File: src/rtl/bcd_xs3_serial_codec_pkg.sv
// Shared definitions for the serial BCD <-> Excess-3 codec.
// Holds the mode encodings, per-digit constants, legality limits,
// the digit-bit FSM state type and the digit legality helper.
package bcd_xs3_pkg;
  localparam logic MODE_BCD2XS3 = 1'b0;
  localparam logic MODE_XS32BCD = 1'b1;

  localparam logic [3:0] K_ADD3 = 4'h3;
  // -3 mod 16, so one adder serves both directions
  localparam logic [3:0] K_SUB3 = 4'hD;

  localparam int NIBBLE_W = 4;

  localparam logic [3:0] BCD_MAX = 4'd9;
  localparam logic [3:0] XS3_MIN = 4'd3;
  localparam logic [3:0] XS3_MAX = 4'd12;

  // Bit position inside the current digit
  typedef enum logic [1:0] {B0, B1, B2, B3} bit_st_e;

  function automatic logic digit_illegal(input logic mode, input logic [NIBBLE_W-1:0] n);
    if (mode == MODE_BCD2XS3) return (n > BCD_MAX);
    else                      return (n < XS3_MIN) || (n > XS3_MAX);
  endfunction
endpackage

File: src/rtl/bcd_xs3_serial_codec_if.sv
// Serial stream bundle for the codec.
//   master: serial source / consumer (drives mode, bit_in, bit_valid, frame_start)
//   slave : the codec (drives bit_out, out_valid, out_first, digit_err,
//           word_done, word_err)
interface bcd_xs3_serial_codec_if;
  logic mode;
  logic bit_in;
  logic bit_valid;
  logic frame_start;
  logic bit_out;
  logic out_valid;
  logic out_first;
  logic digit_err;
  logic word_done;
  logic word_err;

  modport master (
    output mode, bit_in, bit_valid, frame_start,
    input  bit_out, out_valid, out_first, digit_err, word_done, word_err
  );

  modport slave (
    input  mode, bit_in, bit_valid, frame_start,
    output bit_out, out_valid, out_first, digit_err, word_done, word_err
  );
endinterface

File: src/rtl/bcd_xs3_serial_codec_digit.sv
// xs3_digit_serial_adder: serial add of a 4-bit constant to one digit.
// Ports:
//   clk, reset : clock, async active-high reset
//   i_valid    : bit accepted this cycle (state advances only then)
//   i_clear    : treat this bit as bit 0 with carry 0 (new frame)
//   i_mode     : direction for this digit (selects +3 or -3)
//   i_bit      : serial input bit
//   o_bit      : converted bit (combinational)
//   o_at_b0    : registered position is bit 0
//   o_last     : current bit is bit 3 of the digit
//   o_illegal  : current bit is bit 3 and the captured digit is illegal
module xs3_digit_serial_adder
  import bcd_xs3_pkg::*;
(
  input  logic clk,
  input  logic reset,
  input  logic i_valid,
  input  logic i_clear,
  input  logic i_mode,
  input  logic i_bit,
  output logic o_bit,
  output logic o_at_b0,
  output logic o_last,
  output logic o_illegal
);
  bit_st_e r_state, w_state_nxt, w_idx;
  logic r_carry, w_carry, w_carry_nxt, w_kb;
  logic [2:0] r_nib;
  logic [NIBBLE_W-1:0] w_k, w_nib;

  always_ff @(posedge clk or posedge reset) begin
    if (reset) begin
      r_state <= B0;
      r_carry <= 1'b0;
      r_nib   <= '0;
    end else if (i_valid) begin
      r_state <= w_state_nxt;
      r_carry <= w_carry_nxt;
      r_nib   <= w_nib[2:0];
    end
  end

  always_comb begin
    w_idx       = i_clear ? B0 : r_state;
    w_carry     = i_clear ? 1'b0 : r_carry;
    w_k         = (i_mode == MODE_XS32BCD) ? K_SUB3 : K_ADD3;
    w_kb        = w_k[w_idx];
    o_bit       = i_bit ^ w_kb ^ w_carry;
    o_last      = (w_idx == B3);
    // carry out of bit 3 is dropped: result is mod 16, no inter-digit carry
    w_carry_nxt = o_last ? 1'b0
                         : ((i_bit & w_kb) | (i_bit & w_carry) | (w_kb & w_carry));
    // nibble as seen with the current bit slotted in
    w_nib        = {1'b0, r_nib};
    w_nib[w_idx] = i_bit;
    o_illegal   = o_last && digit_illegal(i_mode, w_nib);
    o_at_b0     = (r_state == B0);
    w_state_nxt = B0;
    case (w_idx)
      B0: w_state_nxt = B1;
      B1: w_state_nxt = B2;
      B2: w_state_nxt = B3;
      B3: w_state_nxt = B0;
      default: w_state_nxt = B0;
    endcase
  end
endmodule

File: src/rtl/bcd_xs3_serial_codec.sv
// bcd_xs3_serial_codec: bit-serial LSB-first BCD <-> Excess-3 converter
// for words of NUM_DIGITS digits.
// Ports:
//   clk, reset : clock, async active-high reset
//   io (slave) : mode, bit_in, bit_valid, frame_start in;
//                bit_out, out_valid, out_first, digit_err, word_done,
//                word_err out
// REG_OUT=1 registers bit_out/out_valid (1-cycle latency); REG_OUT=0
// presents them combinationally. Flags are always registered.
module bcd_xs3_serial_codec
  import bcd_xs3_pkg::*;
#(
  parameter int NUM_DIGITS = 4,
  parameter bit REG_OUT    = 1'b1
) (
  input logic clk,
  input logic reset,
  bcd_xs3_serial_codec_if.slave io
);
  localparam int DW = (NUM_DIGITS > 1) ? $clog2(NUM_DIGITS) : 1;
  localparam logic [DW-1:0] LAST_DIGIT = DW'(NUM_DIGITS - 1);

  logic [DW-1:0] r_digit, w_digit;
  logic r_mode, r_acc;
  logic r_bit_out, r_out_valid, r_first, r_derr, r_wdone, r_werr;
  logic w_start, w_first, w_mode, w_acc, w_bit, w_at_b0, w_last, w_ill, w_word_end;

  // frame_start only counts when it qualifies an accepted bit
  assign w_start    = io.bit_valid & io.frame_start;
  assign w_digit    = w_start ? '0 : r_digit;
  assign w_first    = w_start | (w_at_b0 && (r_digit == '0));
  // mode is only sampled on bit 0 of a word
  assign w_mode     = w_first ? io.mode : r_mode;
  assign w_acc      = w_start ? 1'b0 : r_acc;
  assign w_word_end = w_last && (w_digit == LAST_DIGIT);

  xs3_digit_serial_adder u_digit (
    .clk       (clk),
    .reset     (reset),
    .i_valid   (io.bit_valid),
    .i_clear   (w_start),
    .i_mode    (w_mode),
    .i_bit     (io.bit_in),
    .o_bit     (w_bit),
    .o_at_b0   (w_at_b0),
    .o_last    (w_last),
    .o_illegal (w_ill)
  );

  always_ff @(posedge clk or posedge reset) begin
    if (reset) begin
      r_digit     <= '0;
      r_mode      <= MODE_BCD2XS3;
      r_acc       <= 1'b0;
      r_bit_out   <= 1'b0;
      r_out_valid <= 1'b0;
      r_first     <= 1'b0;
      r_derr      <= 1'b0;
      r_wdone     <= 1'b0;
      r_werr      <= 1'b0;
    end else begin
      r_out_valid <= io.bit_valid;
      r_first     <= io.bit_valid & w_first;
      r_derr      <= io.bit_valid & w_ill;
      r_wdone     <= io.bit_valid & w_word_end;
      r_werr      <= io.bit_valid & w_word_end & (w_acc | w_ill);
      if (io.bit_valid) begin
        r_mode    <= w_mode;
        r_bit_out <= w_bit;
        if (w_last) r_digit <= (w_digit == LAST_DIGIT) ? '0 : w_digit + 1'b1;
        else        r_digit <= w_digit;
        // accumulator restarts for each back-to-back word
        r_acc     <= w_word_end ? 1'b0 : (w_acc | w_ill);
      end
    end
  end

  generate
    if (REG_OUT) begin : g_reg_out
      assign io.bit_out   = r_bit_out;
      assign io.out_valid = r_out_valid;
    end else begin : g_mealy_out
      // r_bit_out holds the last converted bit across stalls
      assign io.bit_out   = (io.bit_valid & ~reset) ? w_bit : r_bit_out;
      assign io.out_valid = io.bit_valid & ~reset;
    end
  endgenerate

  assign io.out_first = r_first;
  assign io.digit_err = r_derr;
  assign io.word_done = r_wdone;
  assign io.word_err  = r_werr;
endmodule

File: src/flat_wrapper.sv
// flat-port wrapper written by rule: the top's interface ports become plain ports
module bcd_xs3_serial_codec_flat import bcd_xs3_pkg::*;
#(
  parameter int NUM_DIGITS = 4,
  parameter bit REG_OUT    = 1'b1
)
  (clk, reset, io_mode, io_bit_in, io_bit_valid, io_frame_start, io_bit_out, io_out_valid, io_out_first, io_digit_err, io_word_done, io_word_err);
  bcd_xs3_serial_codec_if io_i ();
  input logic clk;
  input logic reset;
  input wire logic [$bits(io_i.mode)-1:0] io_mode;
  input wire logic [$bits(io_i.bit_in)-1:0] io_bit_in;
  input wire logic [$bits(io_i.bit_valid)-1:0] io_bit_valid;
  input wire logic [$bits(io_i.frame_start)-1:0] io_frame_start;
  output wire logic [$bits(io_i.bit_out)-1:0] io_bit_out;
  output wire logic [$bits(io_i.out_valid)-1:0] io_out_valid;
  output wire logic [$bits(io_i.out_first)-1:0] io_out_first;
  output wire logic [$bits(io_i.digit_err)-1:0] io_digit_err;
  output wire logic [$bits(io_i.word_done)-1:0] io_word_done;
  output wire logic [$bits(io_i.word_err)-1:0] io_word_err;
  assign io_i.mode = io_mode;
  assign io_i.bit_in = io_bit_in;
  assign io_i.bit_valid = io_bit_valid;
  assign io_i.frame_start = io_frame_start;
  assign io_bit_out = io_i.bit_out;
  assign io_out_valid = io_i.out_valid;
  assign io_out_first = io_i.out_first;
  assign io_digit_err = io_i.digit_err;
  assign io_word_done = io_i.word_done;
  assign io_word_err = io_i.word_err;
  bcd_xs3_serial_codec #(.NUM_DIGITS(NUM_DIGITS), .REG_OUT(REG_OUT)) u_core (.clk(clk), .reset(reset), .io(io_i));
endmodule
File: config.mk
export PLATFORM = sky130hd
export DESIGN_NAME = bcd_xs3_serial_codec_flat
export DESIGN_NICKNAME = d
export VERILOG_FILES = /design/src/rtl/bcd_xs3_serial_codec_pkg.sv /design/src/rtl/bcd_xs3_serial_codec_if.sv /design/src/rtl/bcd_xs3_serial_codec_digit.sv /design/src/rtl/bcd_xs3_serial_codec.sv /design/src/flat_wrapper.sv
export SDC_FILE = /design/constraint.sdc
export NUM_CORES = 1
export LEC_CHECK = 0
export ABC_AREA = 1
export CAP_MARGIN = 20
export CORE_MARGIN = 2
export CORE_UTILIZATION = 34
export CTS_CLUSTER_SIZE = 30
export DETAILED_ROUTE_END_ITERATION = 10
export PLACE_DENSITY = 0.59
export SYNTH_ARGS = -nofsm -noshare
export SYNTH_HDL_FRONTEND = slang
export SYNTH_SLANG_ARGS = --single-unit
File: constraint.sdc
create_clock -name clk -period 2.01 [get_ports clk]
set_input_delay 0.402 -clock clk [delete_from_list [all_inputs] [get_ports clk]]
set_output_delay 0.402 -clock clk [all_outputs]
set_load 0.05 [all_outputs]
# == After elaboration in Yosys (flattened, before gate mapping) ==
# Cells that the tools add are included.
# op_classes
addsub,1
n_mul,0
div,0
magnitude_cmp,5
n_eq_ne,4
shift,0
n_mux,17
bitwise,14
reduce_logical,8
# ops
op,count
1-bit bitwise AND,8
4-bit greater-than comparator (second input constant),2
1-bit two-way mux,8
2-bit two-way mux,4
2-bit one-hot mux with 4 select lines,1
2-bit == test (second input constant),3
2-bit zero test,3
4-bit bitwise mux,1
1-bit logical AND,4
4-bit by 2-bit < comparator with 1-bit output (second input constant),1
4-bit two-way mux,1
1-bit OR,4
2-bit by 3-bit < comparator with 1-bit output (second input constant),1
2-bit by 1-bit adder with 2-bit output (second input constant),1
1-bit binary-select mux with 2-bit select,1
1-bit demux with 2-bit select,1
2-bit by 1-bit == test with 1-bit output (second input constant),1
2-bit by 1-bit >= comparator with 1-bit output (second input constant),1
1-bit XOR,2
1-bit logical OR,1
# totals
regBits,16
latchBits,0
ramBits,0
mem_bits_ro,0
output_inout_bits,6
word_cells,61
mem_count,0

# == Depth between registers and ports, before layout ==
# Gate-level depths: netlist (run 1).
# depth
ltp_word,13
mapped_depth,13
mapped_depth_nobuf,13

# == Modules after synthesis ==
# A second synthesis (run 1) with hierarchy kept.
# unflattened
hier_cells,108
hier_area_um2,883.3
# by_module_without_submodules
module,instances,cells_each,area_each_um2
bcd_xs3_serial_codec,1,49,455.4
xs3_digit_serial_adder,1,59,427.9

# == Worst setup path after synthesis (run 1) ==
# Ideal clock, no wire load.
# synth_timing
path_kind,register -> register
from,register u_core.u_digit.r_state[1]
to,"register u_core.r_bit_out, in the netlist u_core.io.bit_out"
arrival_ps,1512
setup_slack_ps,379
path_stages_with_launch,12
path_buffers,0
period_less_slack_ps,1631
path_cell_list,dfrtp_1 > nor2_1 > nand2_1 > nand2_1 > nand2_1 > nand2_2 > nand3_1 > o21ai_0 > inv_1 > fa_1 > nand2_1 > nand2_1
# synth_via
elab_chain_len,9
word_cells_on_any_way,10
cone_classes,mux: 5; bitwise: 3; reduce/logical: 2
# synth_lines
item,line,rtl
from (decl),bcd_xs3_serial_codec_digit.sv:26,"bit_st_e r_state, w_state_nxt, w_idx;"
from (signal assigned),bcd_xs3_serial_codec_digit.sv:37,r_state <= w_state_nxt;
2-bit zero test,bcd_xs3_serial_codec_digit.sv:57,o_at_b0 = (r_state == B0);
1-bit logical AND,bcd_xs3_serial_codec.sv:31,assign w_first = w_start | (w_at_b0 && (r_digit == '0));
1-bit OR,bcd_xs3_serial_codec.sv:31,
1-bit two-way mux,bcd_xs3_serial_codec.sv:33,assign w_mode = w_first ? io.mode : r_mode;
4-bit two-way mux,bcd_xs3_serial_codec_digit.sv:46,w_k = (i_mode == MODE_XS32BCD) ? K_SUB3 : K_ADD3;
1-bit binary-select mux with 2-bit select (*),bcd_xs3_serial_codec_digit.sv:47,w_kb = w_k[w_idx];
1-bit two-way mux (implied by the code) (*),bcd_xs3_serial_codec_digit.sv:47,
1-bit XOR (*) (2 in series),bcd_xs3_serial_codec_digit.sv:48,o_bit = i_bit ^ w_kb ^ w_carry;
named net u_core.u_digit.o_bit,bcd_xs3_serial_codec_digit.sv:21,"output logic o_bit,"
to (signal assigned),bcd_xs3_serial_codec.sv:69,r_bit_out <= w_bit;
to (decl),bcd_xs3_serial_codec.sv:25,"logic r_bit_out, r_out_valid, r_first, r_derr, r_wdone, r_werr;"
# The timed path passes the listed nets; every way through them passes the cells marked *. The select of a mux whose other input is x is not followed.
# A chain may end at the register's enable or synchronous reset.

# == Worst setup path after layout (run 1) ==
# layout_timing
from,input port io_bit_valid
to,"register u_core.r_bit_out, in the netlist u_core.io.bit_out"
# layout_via
elab_chain_len,8
word_cells_on_any_way,10
cone_classes,mux: 6; bitwise: 4
# layout_lines
item,line,rtl
from (decl),flat_wrapper.sv:13,input wire logic [$bits(io_i.bit_valid)-1:0] io_bit_valid;
1-bit bitwise AND (*),bcd_xs3_serial_codec.sv:29,assign w_start = io.bit_valid & io.frame_start;
1-bit OR,bcd_xs3_serial_codec.sv:31,
1-bit two-way mux,bcd_xs3_serial_codec.sv:33,
4-bit two-way mux,bcd_xs3_serial_codec_digit.sv:46,
1-bit binary-select mux with 2-bit select,bcd_xs3_serial_codec_digit.sv:47,
1-bit two-way mux (implied by the code),bcd_xs3_serial_codec_digit.sv:47,
1-bit XOR,bcd_xs3_serial_codec_digit.sv:48,
1-bit XOR (*),bcd_xs3_serial_codec_digit.sv:48,
named net u_core.u_digit.o_bit,bcd_xs3_serial_codec_digit.sv:21,
# Marked as above.

==> results of run 1 <==
-- final cells by class --
cell class              instances  area [um2]  area share, %
well taps                      28        35.0           3.19
multi-input cells              72         373           34.0
inverters                      16        60.1           5.47
flip-flops and latches         16         400           36.5
clock buffers                   4        36.3           3.31
repair buffers                 22         193           17.6
-- worst max-delay path, delay by kind of cell --
kind                     cells  cell delay [ps]
AND/OR/NAND/NOR              5              350
buffers and inverters        4              790
AO/OA/AOI/OAI                1               90
adder cells (fa/ha/maj)      1              410
-- final timing paths --
check	cells after the start	to	slack (ps)
setup reg to reg	11	u_core.io.bit_out	270
hold / removal	2	u_core.io.out_first	480
max in group asynchronous	2	u_core.u_digit.r_nib[2]	1140
hold reg to reg	2	u_core.io.bit_out	480
min in group clk	2	u_core.io.bit_out	480
setup / recovery	11	u_core.io.bit_out	160
-- power by group --
part           internal, W  switching, W  total, W
clock             0.000110      0.000104  0.000214
sequential        0.000396     0.0000418  0.000438
combinational     0.000194      0.000258  0.000452
-- metal layers --
layer  GRT usage (%)  share of wire, %  up-vias
met5               0                 0        -
met4            3.85              0.70        0
met3            2.50               5.2        2
met2            22.6                46       19
met1            17.4                48      326
li1                -                 -      375
-- state kept, by name, indices dropped and copies added (netlist names) --
| name | count |
|---|---|
| u_core.io.word_done | 1 |
| u_core.r_mode | 1 |
| u_core.u_digit.r_state | 2 |
| u_core.r_acc | 1 |
| u_core.u_digit.r_carry | 1 |
| u_core.io.word_err | 1 |
| u_core.io.bit_out | 1 |
| u_core.io.out_valid | 1 |
| u_core.r_digit | 2 |
| u_core.io.out_first | 1 |
| u_core.u_digit.r_nib | 3 |
| u_core.io.digit_err | 1 |
-- layout by cell type, fill, tap and decap left out, drive strengths merged --
cell           count
buf               11
nor2               8
o21ai             12
fa                 1
ha                 2
a21boi             1
clkbuf             4
inv               16
o211ai             1
a21oi              2
dfrtp             16
clkdlybuf4s50     11
nand3              7
xnor2              1
nand2             37
-- stage by stage --
stage / std cells / worst slack (ps)
5_1_grt: 158 / 20.7
3_3_place_gp: 154 / -148
2_1_floorplan: 106 / 379
4_1_cts: 158 / 96.7
3_5_place_dp: 154 / -186
6_report: 158 / 161
-- cells by family (layout without fill, tap and decap cells) --
| group | count (synthesis) | in the layout |
|---|---|---|
| AND/OR/NAND/NOR | 52 | 52 |
| buffers and inverters | 18 | 42 |
| AO/OA/AOI/OAI | 16 | 16 |
| flip-flops | 16 | 16 |
| adder cells (fa/ha/maj) | 3 | 3 |
| XOR/XNOR | 1 | 1 |
-- what timing repair did --
item,CTS,global route
gates resized for setup,0,2
setup buffers,0,0
setup endpoints to repair,0,2
==> impl_results.md, run 1 <==
* Die area at 2880 um2
* Clk Latency, worst-skew pair at 290 ps
* Vias per inst at 4.57
* DRC at 0
* Root buf cell: clkbuf_4
* Crit. Startpoint: io_bit_valid
* Syn nets at 115
* Fin nets at 140
* Largest net degree at the start of global routing at 17
* Compound-Gate Fraction of Synth Area at 11.0%
* Mapped Area at 838 um2
* Fin crit share at 92.0%
* First-pass GRT wire length at 2820 um
* Initial antenna violation count at 0
* Final Instance Area at 1100 um2
* Arrival @ worst endpoint at 2040 ps
* Post-synth EDFFs at 0
* Largest family of logic cells by synthesized area: simple AND/OR/NAND/NOR gates
* Final Power at 0.00110 W
* Post-Synth Adder-Cell Area at 5.37%
* Top cells by count, synth: nand2_1 (33), dfrtp_1 (16), inv_1 (16)
* Cell count after synthesis at 106
* Asr flop ratio synth at 100%
* Fin. max-slew vios at 0
* Crit. End Element: flip-flop
* Rel. slew slack at 59.0%
* Clock Sinks at 16
* Worst EP required at 2200 ps
* R2R Path Start: u_core.u_digit.r_state[1]
* Slew @ Worst Pin at 614 ps
* Simple-Gate Fraction of Synth Area at 26.7%
* H-tree depth at 1
* CTS tree: yes
* Routed length per instance at 9.91 um
* PortBufs at 11
* Worst hold path class: input pin to async pin
* Util after Layout at 48.2%
* Lkg Pwr at 0.569 nW
* Yosys reg bits at 16
* Max stage delay cell, worst path: clkdlybuf4s50_1
* Total grt overflow at 0
* PwrDens at 1010 nW/um2
* Hold Buf Count CTS at 0
* Outcome: complete, no violations
* CP Class: input pin to flip-flop
* Placed Area at 1060 um2
* Ant. Diodes at 0
* Mean Syn Cell Area at 7.91 um2
* Final setup fails at 0
* Synth top area share at 47.8%
* Count leader, synth: nand2_1
* DP Wirelength at 1230 um
* Max_cap viols at 0
* Vias at 722
* Synth warn at 0
* RSZ-0062 raised after global routing: false
* CP peak stage delay at 530 ps
* Clock skew at 3.28 ps
* Final hold slack at 478 ps
* FMAX at 0.541 GHz
* Startpoint types: input pin
* GPL Wtd Cong at 0.831
* Share of cells above drive strength 1 at 17.7%
* Register area share after synthesis at 47.8%
* Yosys top cell by area: dfrtp_1
* Vias in the first global route at 672
* Synthesis-to-layout area growth at 30.9%
* IO Count at 12
* Initial DRT Pass Iterations at 4
* Routed WL at 1570 um
* DIE WIDTH at 53.7 um
* Detail Route Antenna Nets at 0
* Synth area leaders: dfrtp_1 (48%), nand2_1 (15%), inv_1 (7.2%)
* Row Count at 17
* Post-synthesis mux area share at 0%
* Synth cell types at 18
* Main flop type after synthesis: dfrtp_1
* Critical path fanouts, max at 6
* GRT Util Overall at 13.4%
* Fill count at 232
* Post-route setup TNS at 0 ps
* VDD IR max at 408 uV
* Die Span Y at 53.7 um
* Synth Area in XOR/XNOR at 1.04%
* CTS Buffer Depth at 2
* Clock transition at path regs at 100 ps
* Final hold violation count at 0
* CTS Buf Count at 3
* Min Clock Period, post-route at 1850 ps
* 1st-iter DRT viols at 8
* Core Region at 2280 um2
* Critical Path, Cell by Cell: clkdlybuf4s50_1 > nand2_4 > nand2_1 > inv_1 > buf_4 > nand3_1 > o21ai_0 > inv_1 > fa_1 > nand2_1 > nand2_1
* Critical Path Most Common Cell: nand2_1
* Initial core utilization at 36.8%
No activity file was read; power rests on OpenSTA's default activity.
==> run 2, diff against run 1 <==
--- a/config.mk
+++ b/config.mk
@@ -7,6 +7,7 @@
 export LEC_CHECK = 0
 export ABC_AREA = 1
 export CAP_MARGIN = 20
+export CORE_ASPECT_RATIO = 0.75
 export CORE_MARGIN = 2
 export CORE_UTILIZATION = 34
 export CTS_CLUSTER_SIZE = 30
==> impl_results.md, run 2 (synthesis gave the netlist of run 1 again) <==
* DIE WIDTH at 61.3 um (+14%)
* Initial DRT Pass Iterations at 4 (unchanged)
* RSZ-0062 raised after global routing: false
* Storage element area at 400 um2 (unchanged)
* Clk Latency, worst-skew pair at 290 ps (about the same)
* Register with the most flip-flops: u_core.u_digit.r_nib
* Rel. slew slack at 58.8% (-0.20 points)
* Routed WL at 1720 um (+9.8%)
* IO Count at 12 (unchanged)
* R2R Path Start: u_core.u_digit.r_state[1]
* Final Instance Area at 1080 um2 (-1.8%)
* Final hold violation count at 0 (unchanged)
* Reg-to-reg endpoint: u_core.io.bit_out
* H-tree depth at 1 (unchanged)
* Internal at 0.000688 W (-1.8%)
* Row Count at 15 (-2)
* Placed Area at 1040 um2 (-2.1%)
* Fill count at 247 (+6.5%)
* Core Region at 2310 um2 (+1.4%)
* Fin. max-slew vios at 0 (unchanged)
* PwrDens at 1020 nW/um2 (+1.8%)
* Slew @ Worst Pin at 617 ps (+2.97 ps)
* Worst hold path class: input pin to async pin
* Final WS setup at 120 ps (-41.3 ps)
* FMAX at 0.529 GHz (-2.2%)
* Largest net degree at the start of global routing at 17 (unchanged)
* Max_cap viols at 0 (unchanged)
* Startpoint types: input pin
* GRT Util Overall at 14.5% (+1.1 points)
* DP Wirelength at 1290 um (+4.9%)
* VDD IR max at 508 uV (+24%)
* CTS tree: yes
* Routed length per instance at 10.8 um (+8.5%)
* Clock Sinks at 16 (unchanged)
* Sw Share at 37.6% (+1.1 points)
* Initial core utilization at 36.3% (-0.52 points)
* Final setup fails at 0 (unchanged)
* Critical path fanouts, max at 7 (+1)
* CTS Buffer Depth at 2 (unchanged)
* Min Clock Period, post-route at 1890 ps (+41.3 ps)
* GPL Wtd Cong at 0.842 (+1.3%)
* DRC at 0 (unchanged)
* Largest regs: u_core.u_digit.r_nib (3), u_core.r_digit (2), u_core.u_digit.r_state (2)
* Ant. Diodes at 0 (unchanged)
* Crit. End Element: flip-flop
* Reg2reg setup slack at 240 ps (-30 ps)
* Arrival @ worst endpoint at 2080 ps (+40 ps)
* Fin crit share at 94.0% (+2.1 points)
* Worst EP required at 2200 ps (about the same)
* Synthesis-to-layout area growth at 28.5%
* CP Class: input pin to flip-flop
* Max FFs per register at 3 (unchanged)
* Vias in the first global route at 639 (-4.9%)
* Share of cells above drive strength 1 at 15.1% (-2.6 points)
* Initial antenna violation count at 0 (unchanged)
* Die area at 2880 um2 (+0.13%)
* Vias at 719 (-0.42%)
* Die Span Y at 47 um (-12%)
* Sw power at 0.000415 W (+2.9%)
* PortBufs at 11 (unchanged)
* 1st-iter DRT viols at 21 (+13)
* Lkg Pwr at 0.559 nW (-1.8%)
* Vias per inst at 4.49 (-1.7%)
* Detail Route Antenna Nets at 0 (unchanged)
* Hold Buf Count CTS at 0 (unchanged)
* Commonest cells after routing, fill and taps aside: nand2_1 (32), inv_1 (16), dfrtp_1 (16)
* Total grt overflow at 0 (unchanged)
* Area of the multi-input gates at 373 um2 (unchanged)
* Commonest non-fill, non-tap cell in the layout: nand2_1
* First-pass GRT wire length at 2960 um (+4.9%)
* Clock transition at path regs at 100 ps (about the same)
* Combinational power share at 40.7% (-0.3 points)
* Clock power share at 19.6% (+0.2 points)
* Sequential share of power at 39.7% (about the same)
* Clock skew at 3.26 ps (-0.0280 ps)
* Pre-CTS setup slack at -248 ps (-62.6 ps)
* Root buf cell: clkbuf_4
* Post-CTS Setup Inserts at 0 (unchanged)
* CTS Buf Count at 3 (unchanged)
* Outcome: complete, no violations
* Fin nets at 136 (-2.9%)
* R2r worst-path depth at 11 (unchanged)
[run 2: changes by cell type in the layout (fill, tap and decap cells not counted)]
cell / before / now
buf_4: 11 / 7
clkdlybuf4s50_1: 11 / 10
dlymetal6s2s_1: 0 / 1
[run 2: power by group through the flow]
stage          clock (W)  sequential [W]  combinational, W
2_1_floorplan          0        0.000489          0.000244
3_3_place_gp           0        0.000442          0.000438
3_5_place_dp           0        0.000444          0.000444
4_1_cts         0.000226        0.000439          0.000449
5_1_grt         0.000240        0.000446          0.000506
6_report        0.000216        0.000438          0.000449
[run 2: through the flow]
stage | utilization, % | hold slack [ps] | TNS [ps] | power, W | cells
3_3_place_gp | 44.9 | 461 | -731 | 0.000880 | 156
6_report | 46.7 | 481 | 0 | 0.00110 | 160
2_1_floorplan | - | 316 | 0 | 0.000732 | 106
3_5_place_dp | 44.9 | 463 | -1020 | 0.000888 | 156
5_1_grt | 46.7 | 486 | 0 | 0.00119 | 160
4_1_cts | 46.4 | 492 | 0 | 0.00111 | 160
[run 2: metal layers]
layer,share of wire [%],GRT usage [%],up-vias
li1,-,-,367
met1,50,19.8,333
met2,43,22.8,19
met3,6.5,5.23,0
met4,0,2.55,0
met5,0,0,-
[run 2: final cells by class]
type | instances | area share (%)
Sequential cell | 16 | 37.2
Multi-Input combinational cell | 72 | 34.6
Clock buffer | 4 | 3.37
Timing Repair Buffer | 18 | 15.3
Inverter | 16 | 5.57
Tap cell | 34 | 3.95
[run 2: worst max path at each step]
stage,start,end
3_3_place_gp,io_bit_valid,u_core.r_acc
2_1_floorplan,u_core.u_digit.r_state[1],u_core.io.bit_out
6_report,io_frame_start,u_core.r_acc
3_5_place_dp,io_bit_valid,u_core.r_acc
5_1_grt,io_frame_start,u_core.r_acc
4_1_cts,io_bit_valid,u_core.r_acc
[run 2: repair_timing]
action / 4_1_cts / 5_1_grt
hold endpoints to repair: 0 / 0
setup endpoints to repair: 0 / 3
gates resized for setup: 0 / 3
[run 2: worst max-delay path, stage by stage]
cell,delay [ps]
clkdlybuf4s50_1,510
nand2_4,90
nand2_1,110
inv_1,60
ha_1,210
nand2_1,70
o21ai_1,80
buf_4,150
nand2_1,50
nand3_1,90
nand2_2,110
nand2_1,50
nand2_1,50
nand2_1,40
==> run 3, diff against run 2 <==
--- a/config.mk
+++ b/config.mk
@@ -13,6 +13,7 @@
 export CTS_CLUSTER_SIZE = 30
 export DETAILED_ROUTE_END_ITERATION = 10
 export PLACE_DENSITY = 0.59
+export SLEW_MARGIN = 40
 export SYNTH_ARGS = -nofsm -noshare
 export SYNTH_HDL_FRONTEND = slang
 export SYNTH_SLANG_ARGS = --single-unit
==> results of run 3 <==
No change in the layout: final DEF, timing and power equal those of run 2.
